===== src/rtl/halt_pkg.sv =====
// Shared encodings for the halt sequencer: exit causes, FSM states and the
// cause arbitration used when a trapping instruction retires.
package halt_pkg;

    typedef enum logic [1:0] {
        CAUSE_NONE    = 2'd0,
        CAUSE_BREAK   = 2'd1,
        CAUSE_UNKNOWN = 2'd2,
        CAUSE_TIMEOUT = 2'd3
    } cause_e;

    typedef enum logic [1:0] {
        ST_RUN    = 2'd0,
        ST_DRAIN  = 2'd1,
        ST_REPORT = 2'd2,
        ST_HALTED = 2'd3
    } state_e;

    // GPR index holding the program exit code.
    localparam int unsigned A0 = 10;

    // A failed decode outranks ebreak when both flag the same instruction.
    function automatic cause_e commit_cause(input logic is_unknown, input logic is_break);
        if (is_unknown)
            return CAUSE_UNKNOWN;
        else if (is_break)
            return CAUSE_BREAK;
        else
            return CAUSE_NONE;
    endfunction

endpackage


===== src/rtl/halt_ctrl_wdog.sv =====
// No-commit watchdog: a saturating idle counter that pulses o_expire on the
// cycle it reaches WDOG_CYCLES-1 without a clear. WDOG_CYCLES == 0 disables it.
module halt_wdog #(
    parameter int unsigned WDOG_CYCLES = 100000
) (
    input  logic clk,
    input  logic reset,
    input  logic i_enable,
    input  logic i_clear,
    output logic o_expire
);

    localparam logic [31:0] LAST = (WDOG_CYCLES == 0) ? 32'd0 : 32'(WDOG_CYCLES - 1);

    logic [31:0] r_count;

    // NOTE: sequential state uses non-blocking assignments so every register
    // samples the pre-edge values; blocking here would create order-dependent races.
    always_ff @(posedge clk) begin
        if (reset || i_clear || !i_enable)
            r_count <= '0;
        else if (r_count != '1)
            r_count <= r_count + 32'd1;
    end

    assign o_expire = (WDOG_CYCLES != 0) && i_enable && !i_clear && (r_count == LAST);

endmodule


===== src/rtl/halt_ctrl.sv =====
// Trap/halt sequencer: arbitrates ebreak, unknown-instruction and watchdog
// halts, stalls fetch, drains memory, then hands out a latched exit record.
module halt_ctrl #(
    parameter int unsigned WDOG_CYCLES = 100000,
    parameter int unsigned DRAIN_MAX   = 64,
    parameter int unsigned XLEN        = 32
) (
    input  logic            clk,
    input  logic            reset,
    input  logic            commit_valid,
    input  logic [XLEN-1:0] commit_pc,
    input  logic            is_break_out,
    input  logic            is_unknown_instruction,
    input  logic [XLEN-1:0] a0_value,
    input  logic            mem_busy,
    input  logic            halt_ack,
    output logic            stall_o,
    output logic            halt_valid,
    output logic [1:0]      halt_cause,
    output logic [XLEN-1:0] halt_pc,
    output logic [XLEN-1:0] halt_code,
    output logic            good_trap,
    output logic            halted
);
    import halt_pkg::*;

    localparam logic [31:0] DRAIN_LAST = (DRAIN_MAX == 0) ? 32'd0 : 32'(DRAIN_MAX - 1);

    state_e          r_state;
    state_e          w_state_next;
    cause_e          r_cause;
    cause_e          w_cause_next;
    logic [XLEN-1:0] r_pc;
    logic [XLEN-1:0] w_pc_next;
    logic [XLEN-1:0] r_code;
    logic [XLEN-1:0] r_last_pc;
    logic [31:0]     r_drain_cnt;
    logic            r_good;

    logic            w_trap;
    logic            w_wdog_enable;
    logic            w_wdog_expire;
    logic            w_capture;
    logic            w_drain_inc;
    logic            w_enter_report;
    logic            w_drain_to;

    assign w_trap        = commit_valid && (is_unknown_instruction || is_break_out);
    assign w_wdog_enable = (r_state == ST_RUN);

    halt_wdog #(
        .WDOG_CYCLES(WDOG_CYCLES)
    ) u_wdog (
        .clk     (clk),
        .reset   (reset),
        .i_enable(w_wdog_enable),
        .i_clear (commit_valid),
        .o_expire(w_wdog_expire)
    );

    always_ff @(posedge clk) begin
        if (reset)
            r_state <= ST_RUN;
        else
            r_state <= w_state_next;
    end

    // NOTE: every signal driven here gets a default first; a path that leaves
    // one unassigned would infer a latch.
    always_comb begin
        w_state_next   = r_state;
        w_cause_next   = r_cause;
        w_pc_next      = r_pc;
        w_capture      = 1'b0;
        w_drain_inc    = 1'b0;
        w_enter_report = 1'b0;
        w_drain_to     = 1'b0;

        case (r_state)
            ST_RUN: begin
                // A commit also clears the watchdog, so a trap always beats a timeout.
                if (w_trap) begin
                    w_capture    = 1'b1;
                    w_cause_next = commit_cause(is_unknown_instruction, is_break_out);
                    w_pc_next    = commit_pc;
                    w_state_next = ST_DRAIN;
                end else if (w_wdog_expire) begin
                    w_capture    = 1'b1;
                    w_cause_next = CAUSE_TIMEOUT;
                    w_pc_next    = r_last_pc;
                    w_state_next = ST_DRAIN;
                end
            end
            ST_DRAIN: begin
                if (!mem_busy) begin
                    w_enter_report = 1'b1;
                    w_state_next   = ST_REPORT;
                end else if (r_drain_cnt == DRAIN_LAST) begin
                    w_enter_report = 1'b1;
                    w_drain_to     = 1'b1;
                    w_state_next   = ST_REPORT;
                end else begin
                    w_drain_inc = 1'b1;
                end
            end
            ST_REPORT: begin
                if (halt_ack)
                    w_state_next = ST_HALTED;
            end
            ST_HALTED: begin
                w_state_next = ST_HALTED;
            end
            default: begin
                w_state_next = ST_RUN;
            end
        endcase
    end

    always_ff @(posedge clk) begin
        if (reset) begin
            r_cause     <= CAUSE_NONE;
            r_pc        <= '0;
            r_code      <= '0;
            r_last_pc   <= '0;
            r_drain_cnt <= '0;
            r_good      <= 1'b0;
        end else begin
            if (commit_valid)
                r_last_pc <= commit_pc;
            if (w_capture) begin
                r_cause     <= w_cause_next;
                r_pc        <= w_pc_next;
                r_code      <= a0_value;
                r_drain_cnt <= '0;
            end
            if (w_drain_inc)
                r_drain_cnt <= r_drain_cnt + 32'd1;
            // A forced drain means memory may be inconsistent, so it never reports a good trap.
            if (w_enter_report)
                r_good <= (r_cause == CAUSE_BREAK) && (r_code == '0) && !w_drain_to;
        end
    end

    assign stall_o    = (r_state != ST_RUN);
    assign halt_valid = (r_state == ST_REPORT);
    assign halted     = (r_state == ST_HALTED);
    assign halt_cause = r_cause;
    assign halt_pc    = r_pc;
    assign halt_code  = r_code;
    assign good_trap  = r_good;

endmodule


===== config.mk =====
export PLATFORM = sky130hd
export DESIGN_NAME = halt_ctrl
export DESIGN_NICKNAME = d
export VERILOG_FILES = /design/src/rtl/halt_pkg.sv /design/src/rtl/halt_ctrl_wdog.sv /design/src/rtl/halt_ctrl.sv
export SDC_FILE = /design/constraint.sdc
export NUM_CORES = 1
export LEC_CHECK = 0
export CORE_UTILIZATION = 35
export DETAILED_ROUTE_END_ITERATION = 10
export GPL_TIMING_DRIVEN = 0
export MAX_ROUTING_LAYER = met4
export PLACE_DENSITY_LB_ADDON = 0.08
export SLEW_MARGIN = 30
export SYNTH_ARGS = -nofsm -noshare
export SYNTH_HDL_FRONTEND = slang
export SYNTH_SLANG_ARGS = --single-unit

===== constraint.sdc =====
create_clock -name clk -period 2.02 [get_ports clk]
set_clock_uncertainty 0.1 [all_clocks]
set_input_delay 0.404 -clock clk [delete_from_list [all_inputs] [get_ports clk]]
set_output_delay 0.404 -clock clk [all_outputs]
set_load 0.005 [all_outputs]

=== After elaboration in Yosys (flattened, before gate mapping) ===
Index checks and enable logic that the tools add are counted.
W data, S select, Z words.

* Add/sub/neg operators: 2
* Eq/ne operators: 10
* Mux-type cells: 25
* Reductions and logical operators: 18

{| class="wikitable"
|+ Operators by type and width
! kind !! count
|-
| $mux W32 || 4
|-
| $add A32 B1 Y32 const B || 2
|-
| $eq A32 B17 Y1 const B || 1
|-
| $eq A32 B6 Y1 const B || 1
|-
| $logic_not A32 Y1 || 1
|-
| $ne A32 B32 Y1 const B || 1
|-
| $mux W2 || 8
|-
| $mux W1 || 12
|-
| $pmux W2 S4 || 1
|-
| $ne A3 B3 Y1 const B || 2
|-
| $reduce_and A3 Y1 || 2
|-
| $reduce_bool A2 Y1 || 3
|-
| $logic_and A1 B1 Y1 || 5
|-
| $eq A2 B1 Y1 const B || 2
|-
| $eq A2 B2 Y1 const B || 2
|-
| $logic_not A1 Y1 || 3
|-
| $logic_or A1 B1 Y1 || 3
|-
| $logic_not A2 Y1 || 1
|-
| $ne A2 B2 Y1 const B || 1
|}

* Register bits: 165
* Bits of input ports: 71
* Output and inout port bits: 70
* Word-level logic and storage cells: 63

=== Depth between registers and ports, before layout ===
Gate-level depths: netlist of run 1.

* Depth in word-level cells: 8
* Gate-level depth with buffers: 10
* Depth with buffers taken out: 7

=== Modules after synthesis ===
From an unflattened synthesis of run 1, not the netlist that was laid out.

* Cell total of the unflattened synthesis: 842
* Area, all modules: 7455.9 µm²

{| class="wikitable"
|+ By module, submodules not included
! module !! instances !! cells each !! area an instance (µm²)
|-
| halt_ctrl || 1 || 635 || 5713.0
|-
| halt_wdog || 1 || 207 || 1742.9
|}

=== Least setup slack after synthesis of run 1 ===
OpenSTA, ideal clock, no wires.

* Path type: reg-to-reg
* From: register u_wdog.r_count[0]
* To: register r_pc[10] (netlist: halt_pc[10])
* Setup time: 0.086 ns
* Arrival time: 2.042 ns
* Required time: 1.834 ns
* Slack: -0.207 ns
* Stages on the path, launching flop included: 11
* Buffers on the path: 3
* Clock period less this slack: 2.227 ns
* Cell sequence: dfxtp_1 -> ha_1 -> and2_1 -> clkbuf_1 -> nand3_1 -> o41ai_1 -> and2_1 -> buf_4 -> buf_4 -> nor2_1 -> a211oi_1

* Word-level cells in the longest chain between the ends: 6
* Elaborated cells between the ends (all ways): 7
* Those cells by class: eq/ne (1); mux (3); reduce/logical (3)

{| class="wikitable"
|+ RTL lines
! what !! line !! source
|-
| start, declared || halt_ctrl_wdog.sv:15 || <nowiki>logic [31:0] r_count;</nowiki>
|-
| start signal, assigned || halt_ctrl_wdog.sv:23 || <nowiki>r_count <= r_count + 32'd1;</nowiki>
|-
| $eq A32 B17 Y1 (*) || halt_ctrl_wdog.sv:26 || <nowiki>assign o_expire = (WDOG_CYCLES != 0) && i_enable && !i_clear && (r_count == LAST);</nowiki>
|-
| $logic_and A1 B1 Y1 (*) || halt_ctrl_wdog.sv:26 ||
|-
| $mux W1 || halt_ctrl.sv:87 || <nowiki>end else if (w_wdog_expire) begin</nowiki>
|-
| $mux W1 || halt_ctrl.sv:82 || <nowiki>if (w_trap) begin</nowiki>
|-
| $mux W1 || halt_ctrl.sv:79 || <nowiki>case (r_state)</nowiki>
|-
| $reduce_and A3 Y1 (no source line) (*) || - ||
|-
| end signal, assigned || halt_ctrl.sv:132 || <nowiki>r_pc <= w_pc_next;</nowiki>
|-
| end, declared || halt_ctrl.sv:33 || <nowiki>logic [XLEN-1:0] r_pc;</nowiki>
|}

Every way passes the cells marked *; elsewhere a longest branch is shown, timed or not.
A chain may end at the register's enable or synchronous reset.

=== Worst setup path after layout of run 1 ===
* From: register u_wdog.r_count[8]
* To: register r_pc[12] (netlist: halt_pc[12])

The elaborated chain is that of the path after synthesis.

==> impl.org, run 1 <==
** Detailed routing
- First-iteration detailed-routing DRC count :: 283
- Routed WL per cell :: 16.9 um
- Final wirelength :: 22.0 mm
- Average via count per standard cell :: 5.15
- The count of nets left with antenna violations once routing finished came out at 0.
- Drc violations :: 0
- Before antenna repair, the detailed router went through 4 iterations.
- Via count :: 6709

** Synthesis
- Of all cell types, the one taking the most synthesized area is sky130_fd_sc_hd__dfxtp_1.
- In the synthesized netlist the dominant register cell turns out to be sky130_fd_sc_hd__dfxtp_1.
- Synth top area cells :: sky130_fd_sc_hd__dfxtp_1 47%, sky130_fd_sc_hd__mux2i_1 9.5%, sky130_fd_sc_hd__nor2_1 6.0%
- Async set-reset flop share out of synthesis :: 0%
- Averaged over all synthesized cells, the footprint is 8.65 um^2.
- After synthesis the netlist holds a flip-flop and latch count of 165.
- Counting flops with a built-in enable in the synthesized netlist gives 0.
- Sequential fraction of the synthesis area :: 46.8%
- Synthesis Warnings :: 0
- Number of distinct library cells after synthesis :: 49
- In this run the biggest area consumer among cell types represents 46.8% of the synthesized area.
- Most frequent cell after synthesis :: sky130_fd_sc_hd__dfxtp_1
- Syn Std Cell Area :: 7050 um^2
- When the netlist entered floorplanning its net count stood at 888.
- In the synthesized netlist, the cells that appear most often are 165 x sky130_fd_sc_hd__dfxtp_1, 112 x sky130_fd_sc_hd__nor2_1, 97 x sky130_fd_sc_hd__nand2_1, 67 x sky130_fd_sc_hd__mux2i_1, 65 x sky130_fd_sc_hd__a21oi_1.
- Counting every instance in the synthesized netlist gives 815.

** Run status
- The run finished, with violations left.
- The final reports fail on setup timing.

** Worst setup path
- Delay-heaviest family, CP :: simple AND/OR/NAND/NOR gates
- Among all stages on the critical path, the largest delay is contributed by sky130_fd_sc_hd__dfxtp_4.
- Of all nets on the critical path, the largest fanout is 5.
- On the worst path, the slowest cell contributes a delay of 360 ps.
- For the worst setup path, the data arrival time is 2450 ps.
- Cell chain of the critical path :: nor4b_4, nand4_1, o41ai_4, and2_4, clkbuf_16, buf_12, nor2_4, a211oi_2
- By startpoint and endpoint, the worst setup path is classified as flip-flop to flip-flop.
- The worst setup path is captured at a flip-flop.
- Buffers and inverters on the worst path :: 2
- Launching element type of the critical path :: flip-flop
- Data required time of the critical path :: 2280 ps

** Clock tree
- TritonCTS created 17 clock buffers.
- TritonCTS clock tree :: yes
- Clock transition at the register clock pins on the worst setup and hold paths after CTS :: 70 ps
- Clk root buf :: sky130_fd_sc_hd__clkbuf_16
- Number of H-tree levels :: 4
- The clock drives 165 sinks.
- Counting along the longest clock path gives a buffer depth of 2.
- CTS hold repair buffers :: 0
- Clock insertion delay at the later pin of the skew report :: 440 ps

** Placed design
- Once placement completed, the tool counted placed cells totaling 1220.
- After legalization and detailed placement, the total HPWL measured 14.3 mm.
- Post-placement setup slack :: -1160 ps
- The placed instances occupy a cell area of 8850 um^2.
- Input/output buffers :: 140
- Routability-driven placement finished with a final weighted congestion of 0.781.

** Final layout
- From synthesis to final layout, the design area changed by 56.8%.
- In the final layout, the share of cells above drive strength 1 is 27.2%.
- Number of antenna repair diodes :: 0
- Once layout is complete, the utilization of the core stands at 56.4%.
- The net count of the finished layout is 1098.
- For this run, the number of standard cells in the final layout without fillers is 1303.
- After routing the design area is 11100 um^2.

** STA
- Actual slew at the worst max-slew pin :: 769 ps
- For the finished layout, the period the worst path requires is 2190 ps.
- The number of max-slew violations in the final report came to 0.
- Fraction of the cycle the final worst path needs :: 108%
- The worst pin sits at a relative slew slack of 48.8%.
- The final-report hold violation count was 0.
- Across all setup checks in the final design, the least slack found is -169 ps.
- Final count of negative-setup-slack endpoints :: 94
- Unrepaired setup endpoints after global routing :: true
- Based on the critical path, the design can be clocked at up to 457 MHz.

** Pwr
- Post-layout power :: 8.16 mW
- Proportion of power drawn by flip-flops and latches :: 43.1%
- Reported leakage power :: 4.28 nW
- Net switching share of the total power :: 27.0%
- Dividing total power by cell area gives a power density of 738 nW/um^2.
- Reported net switching power :: 2.20 mW
- Per report_power, the combinational group accounts for 17.3% of the total.
- Of the total power, the clock network draws 39.5%.
- Internal portion of total power :: 5.96 mW
- Worst vdd ir :: 0.605 mV

** Floorplan
- Die outline width :: 144 um
- Site row count :: 51
- The floorplan step defined a die boundary enclosing 20700 um^2.
- The initial utilization of the core area, before any placement, comes to 36.0%.
- Placeable core region :: 19600 um^2
- Measured along the y axis, the die boundary spans 144 um.
- During I/O placement, the number of pins put on the boundary was 141.

** Flow run
- Max Cap Violations :: 0

** Worst hold path
- Kind of path behind the tightest hold check :: primary input to flip-flop

** GRT
- Entering global routing, the biggest net connects 17 pins.
- Initial antenna violation count :: 0
- Global route total overflow :: 0
- Overall Global Routing Usage :: 21.9%
- The first global-routing pass estimated 33.7 mm of wire.
- Number of global-route vias before repair :: 6415
worst min-delay path, cell delays in order:
cell	delay [ps]
sky130_fd_sc_hd__dlymetal6s2s_1	180
sky130_fd_sc_hd__nand2_1	80
sky130_fd_sc_hd__a21oi_1	60
sky130_fd_sc_hd__nor2_1	70
repair_timing:
action	in CTS	in global routing
setup endpoints to repair	160	127
cloned	8	6
pin swaps	36	75
resized for setup	120	176
setup buffers	35	11
metal layers:
| layer | vias up | track usage [%] | part of all wire [%] |
|---|---|---|---|
| met5 | - | - | 0 |
| met4 | 0 | 6.61 | 1.2 |
| met2 | 141 | 33.0 | 47 |
| met3 | 18 | 7.76 | 7.0 |
| li1 | 3313 | - | - |
| met1 | 3237 | 27.4 | 44 |
state kept, by name, indices dropped and copies added (netlist names):
register	cells
halt_code	32
halt_pc	32
r_drain_cnt	32
r_last_pc	32
u_wdog.r_count	32
halt_cause	2
r_state	2
good_trap	1
stage by stage:
step                hold WS [ps]  setup TNS [ps]
CTS                          365           -9120
detailed placement           363         -142380
finish                       291           -6960
global placement             357         -140240
floorplan                    337           -46.4
global route                 355          -17430
path summary, 6_finish.rpt:
path	start	endpoint	slack, ps	depth (start not counted)
worst max register to register	u_wdog.r_count[8]$_SDFFE_PP0P_	halt_pc[12]$_SDFFE_PP0P_	-170	8
worst max-delay path	u_wdog.r_count[8]$_SDFFE_PP0P_	halt_pc[12]$_SDFFE_PP0P_	-170	8
worst min-delay path	mem_busy	r_state[1]$_SDFFE_PP0P_	290	4
worst min register to register	halt_code[21]$_SDFFE_PP0P_	halt_code[21]$_SDFFE_PP0P_	380	2
power groups by stage:
stage / combinational, mW / clock [mW] / sequential [mW]
after floorplan: 0.457 / 0 / 3.57
after global placement: 0.996 / 0 / 3.59
after detailed placement: 1.00 / 0 / 3.59
after CTS: 1.26 / 3.27 / 3.51
after global routing: 1.52 / 3.42 / 3.53
final: 1.42 / 3.23 / 3.52
cells in the final DEF, fill, tap and decap left out, drive strengths merged, types with 20 or more instances in the layout:
cell type / netlist / layout
buf: 15 / 64
clkbuf: 32 / 52
nor2: 112 / 112
nand2: 98 / 100
a211oi: 32 / 32
nor4: 22 / 22
mux2i: 67 / 67
nand4: 21 / 21
nand3: 54 / 54
dfxtp: 165 / 165
xor2: 20 / 20
clkdlybuf4s50: 0 / 136
a21oi: 65 / 65
cell type report:
type	count	area (um^2)
Buffer	40	358
Clock buffer	20	457
Clock inverter	12	119
Fill cell	1816	8530
Inverter	7	26.3
Multi-Input combinational cell	598	4340
Sequential cell	165	3360
Tap cell	265	332
Timing Repair Buffer	196	2060
cells by family (layout without fill, tap and decap cells):
kind of cell,Yosys count,count (layout),synth area share (%)
AOI/OAI and AO/OA,124,124,10.6
and+or+nand+nor,378,380,26.4
buffers and inverters,54,275,3.23
xor gates and xnor gates,25,25,3.10
DFF,165,165,46.8
muxes,67,67,9.51
adders and majority gates,2,2,0.355
Note: power is estimated with default switching activity, not from simulation.
==> run 2, diff against run 1 <==
--- a/config.mk
+++ b/config.mk
@@ -10,6 +10,7 @@
 export GPL_TIMING_DRIVEN = 0
 export MAX_ROUTING_LAYER = met4
 export PLACE_DENSITY_LB_ADDON = 0.08
+export SKIP_CTS_REPAIR_TIMING = 1
 export SLEW_MARGIN = 30
 export SYNTH_ARGS = -nofsm -noshare
 export SYNTH_HDL_FRONTEND = slang
==> constraint.sdc (replaced) <==
create_clock -name clk -period 1.9 [get_ports clk]
set_clock_uncertainty 0.1 [all_clocks]
set_input_delay 0.38 -clock clk [delete_from_list [all_inputs] [get_ports clk]]
set_output_delay 0.38 -clock clk [all_outputs]
set_load 0.005 [all_outputs]
==> impl.org, run 2 (synthesized netlist as in run 1, its figures left out) <==
** Run status
- Result of the run :: complete, but fails checks
- Violated checks :: setup timing

** Final layout
- The repair_antennas step left the layout with diodes totalling 0.
- Leaving out fill and tap cells, the most frequent cells in the layout are 135 x sky130_fd_sc_hd__clkdlybuf4s50_1, 127 x sky130_fd_sc_hd__dfxtp_1, 105 x sky130_fd_sc_hd__nor2_1.
- Counting the fill cells in the layout gives 1831.
- Post-Layout Inst Area :: 10700 um^2
- Registers take 3410 um^2.
- Commonest non-fill, non-tap cell in the layout :: sky130_fd_sc_hd__clkdlybuf4s50_1
- Share of layout cells above drive strength 1 :: 23.4%
- Net count, final :: 1084
- The area growth from synthesis to layout is 51.0%.
- Area taken by multi-input logic gates :: 4100 um^2

** Worst setup path
- Slowest cell on the critical path :: sky130_fd_sc_hd__or4b_4
- Delay-heaviest family, CP :: simple AND/OR/NAND/NOR gates
- The largest single stage delay on the critical path is 490 ps.
- Register-to-register setup slack :: -320 ps
- The signal on the critical path passes through and4_1, or4b_4, nor4_4, buf_6, buf_4, nand3_4, or2_0, a21oi_1.
- STA classifies the critical path startpoint as a flip-flop.
- In this run the worst path has a maximum fanout of 5.
- At the worst endpoint, the arrival time is 2470 ps.
- The worst setup path is captured at a flip-flop.
- Depth of the worst register-to-register path :: 8
- Capture instance of the worst register-to-register path :: r_drain_cnt[30]$_SDFFE_PP0P_
- Startpoint of the worst register-to-register path :: r_drain_cnt[14]$_SDFFE_PP0P_
- The critical path is of the flip-flop to flip-flop type.
- For the worst setup path, the data required time is 2160 ps.
- Buffers and inverters on the worst path :: 2

** Flow run
- The tool flagged a number of max-cap violations equal to 0.

** Clock tree
- Clock tree synthesis found a total of 165 sinks.
- Clock insertion delay at the later pin of the skew report :: 430 ps
- CTS max path bufs :: 2
- Clock transition at the register clock pins on the worst setup and hold paths after CTS :: 70 ps
- In this run the number of H-tree levels came out at 4.
- In this run, CTS created clock tree buffers numbering 17.
- TritonCTS clock tree :: yes
- Clk root buf :: sky130_fd_sc_hd__clkbuf_16

** Floorplan
- In this run the core area contains 51 standard-cell rows.
- Initial Utilization :: 36.0%
- Die Footprint :: 20700 um^2
- Pin placement for this block handled 141 I/O pins.
- Die boundary height :: 144 um
- The total area inside the core boundary comes to 19600 um^2.
- Die outline width :: 144 um

** STA
- Counting I/O delays and the setup requirement, the final critical path takes 2220 ps.
- Number of endpoints with negative hold slack in the final report :: 0
- Based on the critical path, the design can be clocked at up to 451 MHz.
- For the pin with the worst max-slew slack, the measured transition is 706 ps.
- The number of max-slew violations in the final report is 0.
- Of the available clock period, the critical path in the final layout requires 117%.
- Final count of negative-setup-slack endpoints :: 108
- Unrepaired setup endpoints after global routing :: true
- After layout, the worst setup slack is -316 ps.
- Setup total negative slack :: -21650 ps
- The worst pin sits at a relative slew slack of 52.9%.

** Detailed routing
- The detailed router placed 6549 vias in this run.
- First-iteration detailed-routing DRC count :: 321
- Final wirelength :: 21.0 mm
- Average via count per standard cell :: 5.08
- Final antenna-violating net count :: 0
- Before antenna repair, the detailed router went through 4 iterations.
- Drc violations :: 0
- Dividing the detail-routed wire length by the instance count gives 16.3 um.

** GRT
- For this run, the total global-route usage over all layers was measured as 20.6%.
- Wire length of the first global-routing pass :: 31.7 mm
- Number of global-route vias before repair :: 6041
- Maximum number of pins on one net before global-route repair :: 17
- For this run the aggregate overflow at the end of global routing stands at 0.
- The number of antenna violations at the first check in global routing was 0.

** Worst hold path
- Kind of path behind the tightest hold check :: primary input to flip-flop
- Launch instance of the worst min-delay path :: mem_busy
- The worst hold path passes through 4 cells.
- The path with the worst hold slack has its endpoint at r_state[1]$_SDFFE_PP0P_.

** Pwr
- Power per unit of standard cell area :: 802 nW/um^2
- The analysis attributes to cell leakage a power of 4.02 nW.
- Worst vdd ir :: 0.558 mV

** Placed design
- Final weighted congestion of routability-driven global placement :: 0.826
- After detailed placement, the total cell area comes to 9050 um^2.
- Detailed placement finished with a half-perimeter wire length of 14.2 mm.
- Port buffering added 140 buffers.
- Post-placement setup slack :: -978 ps
==> run 2: cell count changes in the layout (fill, tap and decap cells not counted), moves of 6 or more <==
cell,before,now
sky130_fd_sc_hd__nand2_4,30,4
sky130_fd_sc_hd__a21oi_1,32,57
sky130_fd_sc_hd__a21oi_2,33,8
sky130_fd_sc_hd__nand2_1,63,86
sky130_fd_sc_hd__nand3_1,45,25
sky130_fd_sc_hd__nand3_2,9,26
sky130_fd_sc_hd__dfxtp_4,10,24
sky130_fd_sc_hd__dfxtp_1,137,127
sky130_fd_sc_hd__nor2_1,97,105
sky130_fd_sc_hd__nor2_4,9,3
==> run 2: how the worst max path moves through the flow <==
stage	start	slack (ps)	end	depth (start not counted)
2_1_floorplan	u_wdog.r_count[1]$_SDFFE_PP0P_	-110	halt_pc[15]$_SDFFE_PP0P_	10
3_3_place_gp	commit_valid	-910	halt_code[18]$_SDFFE_PP0P_	8
3_5_place_dp	commit_valid	-980	halt_pc[30]$_SDFFE_PP0P_	9
4_1_cts	u_wdog.r_count[7]$_SDFFE_PP0P_	-640	halt_code[30]$_SDFFE_PP0P_	7
5_1_grt	r_drain_cnt[14]$_SDFFE_PP0P_	-410	r_drain_cnt[30]$_SDFFE_PP0P_	8
6_report	r_drain_cnt[14]$_SDFFE_PP0P_	-320	r_drain_cnt[30]$_SDFFE_PP0P_	8
==> run 2: metal layers <==
metal	up-vias	GRT usage (%)	wire [um]
met5	-	-	0
met4	0	5.94	295
met3	27	7.63	1320
met2	127	30.6	9670
met1	3108	25.9	9720
li1	3287	-	-
==> run 2: power breakdown <==
group          switching, mW  internal [mW]
sequential             0.116           3.59
combinational          0.575          0.681
clock                   1.59           1.98
==> run 2: through the flow <==
stage               hold WS [ps]  cells  power (mW)  util [%]
CTS                          373   1252        8.50      49.2
finish                       272   1289        8.54      54.4
global placement             355   1220        4.91      46.2
global route                 336   1289        8.87      54.4
detailed placement           360   1220        4.91      46.2
floorplan                    337    815        4.32         -
==> run 2: layout make-up <==
class                      instances  area share, %
timing repair buffer             179           16.9
clock inverter                    14           1.56
sequential                       165           32.0
buffer                            45           3.61
clock buffer                      18           4.03
tap                              265           3.11
multi-input combinational        596           38.5
inverter                           7          0.247
==> run 2: worst min-delay path: stages <==
cell,delay [ps]
sky130_fd_sc_hd__dlymetal6s2s_1,180
sky130_fd_sc_hd__nand2_1,80
sky130_fd_sc_hd__a21oi_1,60
sky130_fd_sc_hd__nor2_1,70
==> run 3, diff against run 2 <==
--- a/config.mk
+++ b/config.mk
@@ -5,7 +5,8 @@
 export SDC_FILE = /design/constraint.sdc
 export NUM_CORES = 1
 export LEC_CHECK = 0
-export CORE_UTILIZATION = 35
+export CAP_MARGIN = 20
+export CORE_UTILIZATION = 47
 export DETAILED_ROUTE_END_ITERATION = 10
 export GPL_TIMING_DRIVEN = 0
 export MAX_ROUTING_LAYER = met4
==> impl.org, run 3 (synthesized netlist as in run 1, its figures left out) <==
** Pwr
- Across the VDD grid, the largest voltage drop is 0.758 mV.
- The analysis attributes to cell leakage a power of 4.24 nW.
- The design draws 8.86 mW.
- Power per unit of standard cell area :: 795 nW/um^2

** Worst setup path
- The worst register-to-register path begins at u_wdog.r_count[12]$_SDFFE_PP0P_.
- Data required time of the critical path :: 2140 ps
- Worst setup path class :: flip-flop to flip-flop
- The worst setup path is launched from a flip-flop.
- Measured in cells, the most critical reg-to-reg path has a length of 8.
- Worst-path maximum fanout :: 7
- Register-to-register setup slack :: -390 ps
- Capture instance of the worst register-to-register path :: halt_pc[30]$_SDFFE_PP0P_
- Data arrival time of the worst path :: 2530 ps
- Sort of element at the end of the critical path :: flip-flop

** STA
- Setup repair after global routing could not meet its margin everywhere.
- Setup violations remaining at the end of the flow were counted as 113.
- Slew Limit Headroom :: 48.8%
- After layout, the worst path uses 121% of the clock period.
- Actual slew at the worst max-slew pin :: 768 ps
- Highest clock rate :: 436 MHz
- Min setup slack post-route :: -391 ps
- Smallest hold slack :: 304 ps
- Post-layout minimum cycle time :: 2290 ps
- The final-report hold violation count came to 0.
- Number of pins exceeding their max-slew limit in the final report :: 0

** Final layout
- Leaving out fill and tap cells, the most frequent cell in the layout is sky130_fd_sc_hd__clkdlybuf4s50_1.
- For this run, the share of the core covered by cells in the final layout is 76.4%.
- Layout Area Growth over Synthesis :: 58.0%
- The repair_antennas step left the layout with diodes totalling 0.
- Number of fillers in the final layout :: 998
- At the end of the flow, the number of nets in the layout was 1093.
- Cells with a size suffix above 1 make up 31.8% of the layout.
- Commonest cells after routing, fill and taps aside :: 136 x sky130_fd_sc_hd__clkdlybuf4s50_1, 124 x sky130_fd_sc_hd__dfxtp_1, 97 x sky130_fd_sc_hd__nor2_1

** Placed design
- At the end of routability-driven placement, the weighted congestion stood at 0.832.
- Input/output buffers :: 140
- Post-placement setup slack :: -915 ps
- Final HPWL from detailed placement :: 13.2 mm

** Clock tree
- The later pin in the worst-skew pair is clocked with a latency of 430 ps.
- Clock tree sinks :: 165
- The H-tree generated during clock tree synthesis spans 4 levels.
- After clock tree synthesis, the clock-pin slew on the worst setup and hold paths is 60 ps.
- Clock tree synthesis selected as its root buffer the cell sky130_fd_sc_hd__clkbuf_16.
- Number of buffers added by the clock tree synthesis step :: 17
- CTS max path bufs :: 2
- TritonCTS built the clock tree.

** Detailed routing
- First-iteration detailed-routing DRC count :: 330
- Drc violations :: 0
- Average via count per standard cell :: 5.65
- Routed WL per cell :: 17.9 um
- Pre-Repair DR Iteration Count :: 4
- Final antenna-violating net count :: 0
- Summed over all layers, the routed wires come to 21.8 mm.
- Across all layers, the routed design uses 6882 vias.

** Run status
- Result of the run :: complete, but fails checks
- The final reports fail on setup timing.

** GRT
- The number of antenna violations at the first check in global routing came to 0.
- The first global-routing pass estimated 31.3 mm of wire.
- Overall Global Routing Usage :: 25.7%
- The number of global-route vias before repair was 6323.
- Global route total overflow :: 0
- Maximum number of pins on one net before global-route repair :: 17

** Floorplan
- The die covers 15500 um^2.
- Initial Utilization :: 48.3%
- The die is 125 um wide.
- Site row count :: 44
- The floorplan step set the die height to 125 um.
- During I/O placement, the number of pins put on the boundary was 141.
- Placeable core region :: 14600 um^2

** Worst hold path
- Hold path cells :: 4
- Kind of path behind the tightest hold check :: primary input to flip-flop
- The path with the worst hold slack has its endpoint at r_state[1]$_SDFFE_PP0P_.
- Launch instance of the worst min-delay path :: mem_busy

** Flow run
- Max Cap Violations :: 0
run 3: per-stage QoR:
step	TNS, ps	std cells	cell area, um^2
after floorplan	-7330	815	7320
after global placement	-115920	1139	8950
after detailed placement	-118620	1139	8950
after CTS	-71560	1171	9580
after global routing	-39710	1217	11100
final	-30680	1217	11100
run 3: final cells by class:
class / instances / area [um^2] / share of cell area [%]
plain buffers: 44 / 388 / 3.48
clock buffers: 21 / 460 / 4.13
clock inverters: 11 / 174 / 1.56
inverters: 7 / 26.3 / 0.236
multi-input cells: 596 / 4500 / 40.4
flip-flops and latches: 165 / 3420 / 30.7
well taps: 184 / 230 / 2.07
repair buffers: 189 / 1950 / 17.5
run 3: worst max-delay path by stage:
stage	from	to	slack, ps	cells after the start
final	u_wdog.r_count[12]$_SDFFE_PP0P_	halt_pc[30]$_SDFFE_PP0P_	-390	8
after global routing	u_wdog.r_count[12]$_SDFFE_PP0P_	halt_pc[21]$_SDFFE_PP0P_	-450	8
after CTS	u_wdog.r_count[11]$_SDFFE_PP0P_	halt_code[24]$_SDFFE_PP0P_	-640	7
after detailed placement	commit_valid	halt_code[24]$_SDFFE_PP0P_	-920	8
after global placement	commit_valid	halt_code[28]$_SDFFE_PP0P_	-870	8
after floorplan	u_wdog.r_count[1]$_SDFFE_PP0P_	halt_pc[15]$_SDFFE_PP0P_	-110	10
run 3: routing by layer:
metal	track usage, %	vias to the layer above	wire length, um
met4	7.51	0	470
met5	-	-	0
met2	40.1	180	10600
li1	-	3294	-
met3	7.77	42	1330
met1	32.0	3366	9410
run 3: power breakdown:
part	switching [mW]	internal [mW]	total [mW]
sequential	0.124	3.60	3.72
clock	1.43	2.28	3.71
combinational	0.671	0.763	1.43
total	2.23	6.63	8.86
run 3: worst max-delay path, stage by stage, from the launching register on:
cell and delay [ps]:
sky130_fd_sc_hd__dfxtp_4 370, sky130_fd_sc_hd__nor4b_4 350, sky130_fd_sc_hd__nand4_1 210, sky130_fd_sc_hd__o41ai_4 360, sky130_fd_sc_hd__and2_4 270, sky130_fd_sc_hd__buf_12 170
sky130_fd_sc_hd__buf_12 130, sky130_fd_sc_hd__nor2_1 60, sky130_fd_sc_hd__a211oi_2 170
